`config.mk`:
```
export PLATFORM = sky130hd
export DESIGN_NAME = game_timer_ctrl
export DESIGN_NICKNAME = d
export VERILOG_FILES = /design/src/rtl/game_timer_pkg.sv /design/src/rtl/bcd_down_counter.sv /design/src/rtl/game_timer_ctrl.sv
export SDC_FILE = /design/constraint.sdc
export NUM_CORES = 1
export LEC_CHECK = 0
export CORE_MARGIN = 2
export CORE_UTILIZATION = 41
export CTS_BUF_LIST = sky130_fd_sc_hd__clkbuf_4
export CTS_CLUSTER_SIZE = 25
export DETAILED_ROUTE_END_ITERATION = 8
export PLACE_DENSITY = 0.76
export SLEW_MARGIN = 20
export SYNTH_ARGS = -nofsm -noshare
export SYNTH_HDL_FRONTEND = slang
export SYNTH_HIERARCHICAL = 1
export SYNTH_SLANG_ARGS = --single-unit
```
`constraint.sdc`:
```
create_clock -name clk -period 2.25 [get_ports clk]
set_input_delay 0.3375 -clock clk [delete_from_list [all_inputs] [get_ports clk]]
set_output_delay 0.3375 -clock clk [all_outputs]
set_load 0.01 [all_outputs]
```
`src/rtl/game_timer_pkg.sv`:
```
// Shared types and constants for the shot-clock countdown controller.
package game_timer_pkg;

  localparam int SEC_W = 7;
  localparam int BCD_W = 4;

  typedef enum logic [1:0] {
    ST_IDLE    = 2'd0,
    ST_RUN     = 2'd1,
    ST_PAUSE   = 2'd2,
    ST_EXPIRED = 2'd3
  } timer_state_t;

  // Binary (0..99) to packed two-digit BCD {tens, ones}.
  function automatic logic [2*BCD_W-1:0] bin_to_bcd(input logic [SEC_W-1:0] bin);
    logic [BCD_W-1:0] tens_v;
    logic [BCD_W-1:0] ones_v;
    tens_v = BCD_W'(bin / 7'd10);
    ones_v = BCD_W'(bin - (SEC_W'(tens_v) * 7'd10));
    return {tens_v, ones_v};
  endfunction

endpackage

```
`src/rtl/bcd_down_counter.sv`:
```
// Two-digit BCD down-counter that tracks the binary seconds count.
module bcd_down_counter
  import game_timer_pkg::*;
(
  input  logic             clk,
  input  logic             reset,
  input  logic             load,
  input  logic [SEC_W-1:0] load_val,
  input  logic             dec,
  output logic [BCD_W-1:0] tens,
  output logic [BCD_W-1:0] ones
);

  logic [BCD_W-1:0] tens_q, tens_d;
  logic [BCD_W-1:0] ones_q, ones_d;

  // Next digit values: load converts, decrement borrows ones -> tens, 00 holds.
  always_comb begin
    tens_d = tens_q;
    ones_d = ones_q;
    if (load) begin
      {tens_d, ones_d} = bin_to_bcd(load_val);
    end else if (dec) begin
      if (ones_q != 4'd0) begin
        ones_d = ones_q - 4'd1;
      end else if (tens_q != 4'd0) begin
        tens_d = tens_q - 4'd1;
        ones_d = 4'd9;
      end else begin
        tens_d = tens_q;
        ones_d = ones_q;
      end
    end else begin
      tens_d = tens_q;
      ones_d = ones_q;
    end
  end

  // Digit registers.
  always_ff @(posedge clk) begin
    if (reset) begin
      tens_q <= 4'd0;
      ones_q <= 4'd0;
    end else begin
      tens_q <= tens_d;
      ones_q <= ones_d;
    end
  end

  assign tens = tens_q;
  assign ones = ones_q;

endmodule

```
`src/rtl/game_timer_ctrl.sv`:
```
// Shot-clock countdown controller: load / run / pause / expire / abort.
// Define GAME_TIMER_BCD_EN to drive tens/ones from a BCD down-counter.
module game_timer_ctrl
  import game_timer_pkg::*;
#(
  parameter int MAX_SEC  = 99,
  parameter int WARN_SEC = 5
) (
  input  logic             clk,
  input  logic             reset,
  input  logic             tick,
  input  logic             start,
  input  logic             pause,
  input  logic             resume,
  input  logic             stop,
  input  logic             fast_fwd,
  input  logic [SEC_W-1:0] load_val,
  output logic             turbo,
  output logic [SEC_W-1:0] secs_left,
  output logic [BCD_W-1:0] tens,
  output logic [BCD_W-1:0] ones,
  output logic             running,
  output logic             warning,
  output logic             expired,
  output logic [1:0]       state
);

  timer_state_t     state_q, state_d;
  logic [SEC_W-1:0] secs_q, secs_d;
  logic [SEC_W-1:0] start_val_s;
  logic             running_q, running_d;
  logic             warning_q, warning_d;
  logic             expired_q, expired_d;
  logic             turbo_q, turbo_d;

  assign start_val_s = (load_val > SEC_W'(MAX_SEC)) ? SEC_W'(MAX_SEC) : load_val;

  // Next state and count; stop > start > pause/resume > tick.
  always_comb begin
    state_d = state_q;
    secs_d  = secs_q;
    if (stop) begin
      state_d = ST_IDLE;
    end else if (start) begin
      secs_d  = start_val_s;
      state_d = (start_val_s == 7'd0) ? ST_EXPIRED : ST_RUN;
    end else begin
      case (state_q)
        ST_RUN: begin
          if (pause && !resume) begin
            state_d = ST_PAUSE;
          end else if (tick) begin
            if (secs_q > 7'd1) begin
              secs_d = secs_q - 7'd1;
            end else begin
              secs_d  = 7'd0;
              state_d = ST_EXPIRED;
            end
          end else begin
            state_d = ST_RUN;
          end
        end
        ST_PAUSE: begin
          if (resume && !pause) begin
            state_d = ST_RUN;
          end else begin
            state_d = ST_PAUSE;
          end
        end
        default: state_d = state_q;
      endcase
    end

    // A zero-value start re-arms the pulse even when already expired.
    expired_d = (state_d == ST_EXPIRED) &&
                ((state_q != ST_EXPIRED) || (start && !stop));
    running_d = (state_d == ST_RUN);
    warning_d = ((state_d == ST_RUN) || (state_d == ST_PAUSE)) &&
                (secs_d != 7'd0) && (secs_d <= SEC_W'(WARN_SEC));
    turbo_d   = fast_fwd && (state_q == ST_RUN);
  end

  // State and output registers.
  always_ff @(posedge clk) begin
    if (reset) begin
      state_q   <= ST_IDLE;
      secs_q    <= 7'd0;
      running_q <= 1'b0;
      warning_q <= 1'b0;
      expired_q <= 1'b0;
      turbo_q   <= 1'b0;
    end else begin
      state_q   <= state_d;
      secs_q    <= secs_d;
      running_q <= running_d;
      warning_q <= warning_d;
      expired_q <= expired_d;
      turbo_q   <= turbo_d;
    end
  end

  assign state     = state_q;
  assign secs_left = secs_q;
  assign running   = running_q;
  assign warning   = warning_q;
  assign expired   = expired_q;
  assign turbo     = turbo_q;

`ifdef GAME_TIMER_BCD_EN
  logic bcd_load_s;
  logic bcd_dec_s;

  assign bcd_load_s = start && !stop;
  assign bcd_dec_s  = !bcd_load_s && (secs_d < secs_q);

  bcd_down_counter u_bcd (
    .clk      (clk),
    .reset    (reset),
    .load     (bcd_load_s),
    .load_val (start_val_s),
    .dec      (bcd_dec_s),
    .tens     (tens),
    .ones     (ones)
  );
`else
  assign tens = {BCD_W{1'b0}};
  assign ones = {BCD_W{1'b0}};
`endif

endmodule

```
==> Yosys cells after proc, flatten, opt, wreduce, memory -nomap -nowiden <==
Index checks and enable logic that the tools add are counted.
{ "totals": {"mem_count": 0, "mem_bits_rw": 0, "inputBits": 15, "reg_bits": 13, "output_inout_bits": 21, "mem_bits_ro": 0, "elab_cells": 45, "latch_bits": 0} }
{ "classes": {"n_mux": 15, "n_mul": 0, "shift": 0, "bitwise": 0, "magnitude_cmp": 3, "div_mod_pow": 0, "n_addsub": 1, "reduce_logical": 14, "eq_ne": 6} }
{ "ops": {"columns": ["op", "count"], "rows": [
  ["two-way mux 7 bit", 7],
  ["two-way mux 2 bit", 7],
  ["> comparator 7 x 1 -> 1 bit (second input constant)", 1],
  ["> comparator 7 bit (second input constant)", 1],
  ["less-or-equal comparator 7 x 3 -> 1 bit (second input constant)", 1],
  ["logical AND 1 bit", 7],
  ["logical NOT 7 bit", 1],
  ["nonzero test 7 bit", 1],
  ["subtractor 7 x 1 -> 7 bit (second input constant)", 1],
  ["equality test 2 bit (second input constant)", 3],
  ["equality test 2 x 1 -> 1 bit (second input constant)", 2],
  ["one-hot mux 2 bit (2 select lines)", 1],
  ["logical NOT 1 bit", 3],
  ["logical OR 1 bit", 2],
  ["!= test 2 bit (second input constant)", 1]
]} }

==> Longest topological paths before layout <==
{ "depth": {"ltp_word": 11, "mapped_depth": 14, "ltp_nobuf": 14} }

==> Worst setup path before layout <==
OpenSTA, ideal clock, no wires.
{ "synth_timing": {"path_kind": "register to register", "startpoint": "reg secs_q[1] (netlist: secs_left[1])", "endpoint": "reg warning_q (netlist: warning)", "stages_incl_launch_ff": 15, "arrival_time_ns": 2.269, "setup_ns": 0.074, "path_slack_ns": -0.093, "synth_period_minus_slack_ns": 2.343, "path_buffers": 0, "t_required_ns": 2.176, "cell_sequence": "dfxtp_1 -> inv_1 -> ha_1 -> o21bai_1 -> nand2_1 -> o211a_1 -> o22ai_1 -> a21oi_1 -> nor2_1 -> ha_1 -> nor2_1 -> nand3_1 -> a211oi_1 -> o2111ai_1 -> a31oi_1"} }
{ "synth_via": {"elab_chain_cells": 11, "elab_cells_between_ends": 21, "classes_between": "add/sub: 1; order compare: 2; eq/ne: 2; mux: 12; reduce/logical: 4"} }
{ "synth_lines": {"columns": ["item", "line_no", "source"], "rows": [
  ["start, declared", "game_timer_ctrl.sv:29", "logic [SEC_W-1:0] secs_q, secs_d;"],
  ["start signal, assigned", "game_timer_ctrl.sv:94", "secs_q <= secs_d;"],
  ["> comparator 7 x 1 -> 1 bit (*)", "game_timer_ctrl.sv:53", "if (secs_q > 7'd1) begin"],
  ["two-way mux 2 bit (*)", "game_timer_ctrl.sv:53", null],
  ["two-way mux 2 bit (*)", "game_timer_ctrl.sv:52", "end else if (tick) begin"],
  ["two-way mux 2 bit (*)", "game_timer_ctrl.sv:50", "if (pause && !resume) begin"],
  ["one-hot mux 2 bit (2 select lines) (*)", "game_timer_ctrl.sv:48", "case (state_q)"],
  ["two-way mux 2 bit (*)", "game_timer_ctrl.sv:44", "end else if (start) begin"],
  ["two-way mux 2 bit (*)", "game_timer_ctrl.sv:42", "if (stop) begin"],
  ["net state_d[0]", "game_timer_ctrl.sv:28", "timer_state_t state_q, state_d;"],
  ["equality test 2 x 1 -> 1 bit / equality test 2 bit (equally long branches)", "game_timer_ctrl.sv:78", "warning_d = ((state_d == ST_RUN) || (state_d == ST_PAUSE)) &&"],
  ["logical OR 1 bit (*)", "game_timer_ctrl.sv:78", null],
  ["logical AND 1 bit (*)", "game_timer_ctrl.sv:78", null],
  ["logical AND 1 bit (*)", "game_timer_ctrl.sv:79", "(secs_d != 7'd0) && (secs_d <= SEC_W'(WARN_SEC));"],
  ["end signal, assigned", "game_timer_ctrl.sv:96", "warning_q <= warning_d;"],
  ["end, declared", "game_timer_ctrl.sv:32", "logic warning_q, warning_d;"]
]} }
Mark *: on every way through the listed nets, which the timed path passes. The rest lies on a longest branch.
A chain may end at the register's enable or synchronous reset.

==> Final worst setup path <==
{ "layout_timing": {"startpoint": "in load_val[6]", "endpoint": "reg warning_q (netlist: warning)"} }
{ "layout_via": {"elab_chain_cells": 10, "elab_cells_between_ends": 15, "classes_between": "order compare: 2; eq/ne: 2; mux: 6; reduce/logical: 5"} }
{ "layout_lines": {"columns": ["item", "line_no", "source"], "rows": [
  ["start, declared", "game_timer_ctrl.sv:17", "input logic [SEC_W-1:0] load_val,"],
  ["> comparator 7 bit", "game_timer_ctrl.sv:36", "assign start_val_s = (load_val > SEC_W'(MAX_SEC)) ? SEC_W'(MAX_SEC) : load_val;"],
  ["two-way mux 7 bit (*)", "game_timer_ctrl.sv:36", null],
  ["logical NOT 7 bit", "game_timer_ctrl.sv:46", "state_d = (start_val_s == 7'd0) ? ST_EXPIRED : ST_RUN;"],
  ["two-way mux 2 bit", "game_timer_ctrl.sv:46", null],
  ["two-way mux 2 bit", "game_timer_ctrl.sv:44", null],
  ["two-way mux 2 bit", "game_timer_ctrl.sv:42", null],
  ["equality test 2 x 1 -> 1 bit / equality test 2 bit (equally long branches)", "game_timer_ctrl.sv:78", null],
  ["logical OR 1 bit", "game_timer_ctrl.sv:78", null],
  ["logical AND 1 bit", "game_timer_ctrl.sv:78", null],
  ["logical AND 1 bit (*)", "game_timer_ctrl.sv:79", null]
]} }
Mark *: on every way between the ends. The rest lies on a longest branch, timed or not.

==> flow_metrics.env <==
export IMPL_fin_crit_sh_pct=104
export IMPL_post_synthesis_cells=135
export IMPL_worst_endpoint_arrival_ns=2.56
export IMPL_h_tree_depth=1
export IMPL_post_dp_hpwl_mm=2.38
export IMPL_wl_per_cell_um=13.5
export IMPL_first_global_vias=1166
export IMPL_floorplan_core_area_mm2=0.00245
export IMPL_pin_count_of_the_biggest_net_entering_global_routing=16
export IMPL_stdcell_area_mm2=0.00160
export IMPL_grt_antenna_before_repair=0
export IMPL_timing_hold_violations_final=0
export IMPL_critical_path_endpoint_type="register"
export IMPL_globalRoute_totalOverflow=0
export IMPL_violations="setup timing"
export IMPL_post_synth_num_cell_types=45
export IMPL_crit_family="simple AND/OR/NAND/NOR gates"
export IMPL_worstSetupStartpointType="input port"
export IMPL_dr_wl_met3_um=183
export IMPL_worstSkewPairLatency_ns=0.29
export IMPL_boundaryPins=36
export IMPL_design_power_total_mw=0.677
export IMPL_synth_largest_area_cell="sky130_fd_sc_hd__dfxtp_1"
export IMPL_placement_row_count=18
export IMPL_routed_top_layer="met4"
export IMPL_worst_setup_path_type="in2reg"
export IMPL_p_per_area_mw_per_mm2=423
export IMPL_wl_met1_mm=1.29
export IMPL_clkTransAtPathRegs_ns=0.08
export IMPL_hold_path_startpoint="fast_fwd"
export IMPL_async_s_r_ff_share_synth_pct=0
export IMPL_tritoncts_clock_tree="built"
export IMPL_worstPathRequired_ns=2.46
export IMPL_slowest_cp_cell="sky130_fd_sc_hd__or4_1"
export IMPL_worstPathCellList="clkdlybuf4s50_1, or4_1, o31a_1, ha_1, nor2_2, nand3_2, a211oi_2, o2111ai_1, a31oi_1"
export IMPL_io_buffer_count=27
export IMPL_drt_vias_per_instance=5.39
export IMPL_startpoint="load_val[6]"
export IMPL_grt_first_pass_wirelength_mm=4.93
export IMPL_slack_of_the_critical_path_ns=-0.0997
export IMPL_met2WireLength_mm=1.44
export IMPL_ys_seq_elements=13
export IMPL_final_period_minus_worst_setup_slack_ns=2.35
export IMPL_floorplan_die_area_mm2=0.00297
export IMPL_grt_setup_unrepaired="true"
export IMPL_synth_edf_count=0
export IMPL_diodes=0
export IMPL_route_detailed_drc=0
export IMPL_synth_top_flop_cell="sky130_fd_sc_hd__dfxtp_1"
export IMPL_dpl_cell_area_mm2=0.00152
export IMPL_report_final_slew_viol_count=0
export IMPL_mappedNetlistArea_mm2=0.00105
export IMPL_status="complete, but fails checks"
export IMPL_cellLeakagePower_nw=0.698
export IMPL_regToRegStartpoint="secs_left[5]$_SDFF_PP0_"
export IMPL_cts_max_path_buffers=2
export IMPL_most_repeated_cell_in_the_gate_level_netlist_after_synthesis="sky130_fd_sc_hd__nor2_1"
export IMPL_hold_path_class="in2reg"
export IMPL_tritoncts_num_buffers=3
export IMPL_yosysSeqAreaShare_pct=24.9
export IMPL_power_ir_vdd_worst_uv=373
export IMPL_fmax_mhz=426
export IMPL_layout_nets=215
export IMPL_postRouteAntennaNets=0
export IMPL_finalSetupViolations=1
export IMPL_detail_route_iter0_violations=47
export IMPL_totalWireLength_mm=3.00
export IMPL_synthDominantCellAreaShare_pct=24.9
export IMPL_gp_congestion=0.886
export IMPL_clkSinkCount=13
export IMPL_critical_path_buf_inv_count=1
export IMPL_final_layout_size_suffix_gt1_share_pct=27.6
export IMPL_synth_top_cells_by_count="sky130_fd_sc_hd__nor2_1 (15), sky130_fd_sc_hd__dfxtp_1 (13), sky130_fd_sc_hd__a21oi_1 (11), sky130_fd_sc_hd__nand2_1 (10), sky130_fd_sc_hd__inv_1 (9)"
export IMPL_vias=1197
export IMPL_grtUsageTotal_pct=23.1
export IMPL_area_growth_syn_to_layout_pct=53.1
export IMPL_final_setup_skew_ns=0.0142
export IMPL_start_util_pct=42.6
export IMPL_chipWidth_um=54.5
export IMPL_clock_root_buffer="sky130_fd_sc_hd__clkbuf_4"
export IMPL_number_of_max_cap_violations=0
export IMPL_syn_area_per_cell_um2=7.75
export IMPL_detail_route_first_pass_iterations=4
export IMPL_ys_top_cells_by_area="sky130_fd_sc_hd__dfxtp_1 (25%), sky130_fd_sc_hd__ha_1 (8.4%), sky130_fd_sc_hd__buf_4 (5.7%), sky130_fd_sc_hd__nor2_1 (5.4%), sky130_fd_sc_hd__a21oi_1 (5.3%)"
export IMPL_die_height_um=54.5
export IMPL_synth_warning_count=6
export IMPL_worst_path_largest_cell_delay_ns=0.54
export IMPL_critPathMaxFanout=5
-- layer usage --
metal / GRT usage [%] / vias to the layer above
met4: 10.4 / 0
met1: 25.9 / 545
li1: - / 582
met5: 0 / -
met2: 42.4 / 57
met3: 3.83 / 13
-- layout by cell type (no fill, tap or decap), drive strengths merged, types with 2 or more instances in the layout --
master	netlist	layout
and3b	2	2
o2111ai	2	2
a21oi	11	11
o21ai	4	4
a31oi	4	4
clkbuf	2	4
dfxtp	13	13
and2	3	3
xnor2	3	3
nand2	10	10
o31a	2	2
inv	9	9
nand2b	3	3
buf	10	31
nor2b	3	3
nor4	2	2
conb	1	8
nor3	4	4
o211a	2	2
nand4	2	2
or3	2	2
nand3	5	5
ha	7	7
nor2	15	15
clkdlybuf4s50	0	27
-- worst register-to-register path, delay by kind of cell, from the launching register on --
kind            cells  cell delay [ns]
compound gates      6             0.91
fa+ha+maj           1             0.25
flops               1             0.35
simple gates        5             0.72
-- what timing repair did --
item | 4_1_cts | 5_1_grt
pin swaps | 5 | 3
gates resized for setup | 3 | 7
hold buffers | 0 | 0
endpoints found under the setup margin | 1 | 1
setup buffers | 2 | 0
-- cell type report --
| cell class | count | area, um2 |
|---|---|---|
| multi-input combinational | 108 | 729 |
| sequential | 13 | 268 |
| tap | 30 | 37.5 |
| fill | 206 | 853 |
| clock buffer | 4 | 30.0 |
| timing repair buffer | 58 | 503 |
| inverter | 9 | 33.8 |
-- registers in the layout, indices dropped and copies added (netlist names) --
signal and cells:
running 1, state 2, expired 1, warning 1
secs_left 7, turbo 1
-- cell families after synthesis --
logic type / after synthesis / share of synthesized area, %
muxes: 1 / 0.957
adders and majority gates: 7 / 8.37
buffers and inverters: 21 / 11.6
other: 1 / 0.359
xor gates and xnor gates: 3 / 2.51
and+or+nand+nor: 55 / 29.1
AOI/OAI and AO/OA: 34 / 22.3
DFF: 13 / 24.9
-- metrics by stage --
stage / utilization, % / instances / setup TNS [ns] / hold slack (ns) / worst slack [ns]
after floorplan: - / 142 / 0 / 0.409 / 0.00729
after global placement: 61.8 / 216 / -0.304 / 0.680 / -0.304
after detailed placement: 61.8 / 216 / -0.404 / 0.673 / -0.404
after CTS: 64.0 / 222 / -0.121 / 0.606 / -0.121
after global routing: 65.2 / 222 / -0.227 / 0.593 / -0.227
final: 65.2 / 222 / -0.0997 / 0.599 / -0.0997
-- power breakdown --
group	internal, mW	total (mW)	switching (mW)	leakage (nW)
Combinational	0.139	0.258	0.119	0.572
Sequential	0.241	0.251	0.00976	0.108
Clock	0.0809	0.168	0.0868	0.0184
Total	0.462	0.677	0.216	0.698
-- path summary, 6_finish.rpt --
| kind | endpoint | slack [ns] | cells after the start |
|---|---|---|---|
| setup / recovery | warning$_SDFF_PP0_ | -0.1 | 9 |
| hold reg to reg | secs_left[3]$_SDFF_PP0_ | 0.72 | 3 |
| setup reg to reg | warning$_SDFF_PP0_ | -0.06 | 12 |
| hold / removal | turbo$_SDFF_PP0_ | 0.60 | 3 |
No activity file was read; power rests on OpenSTA's default activity.
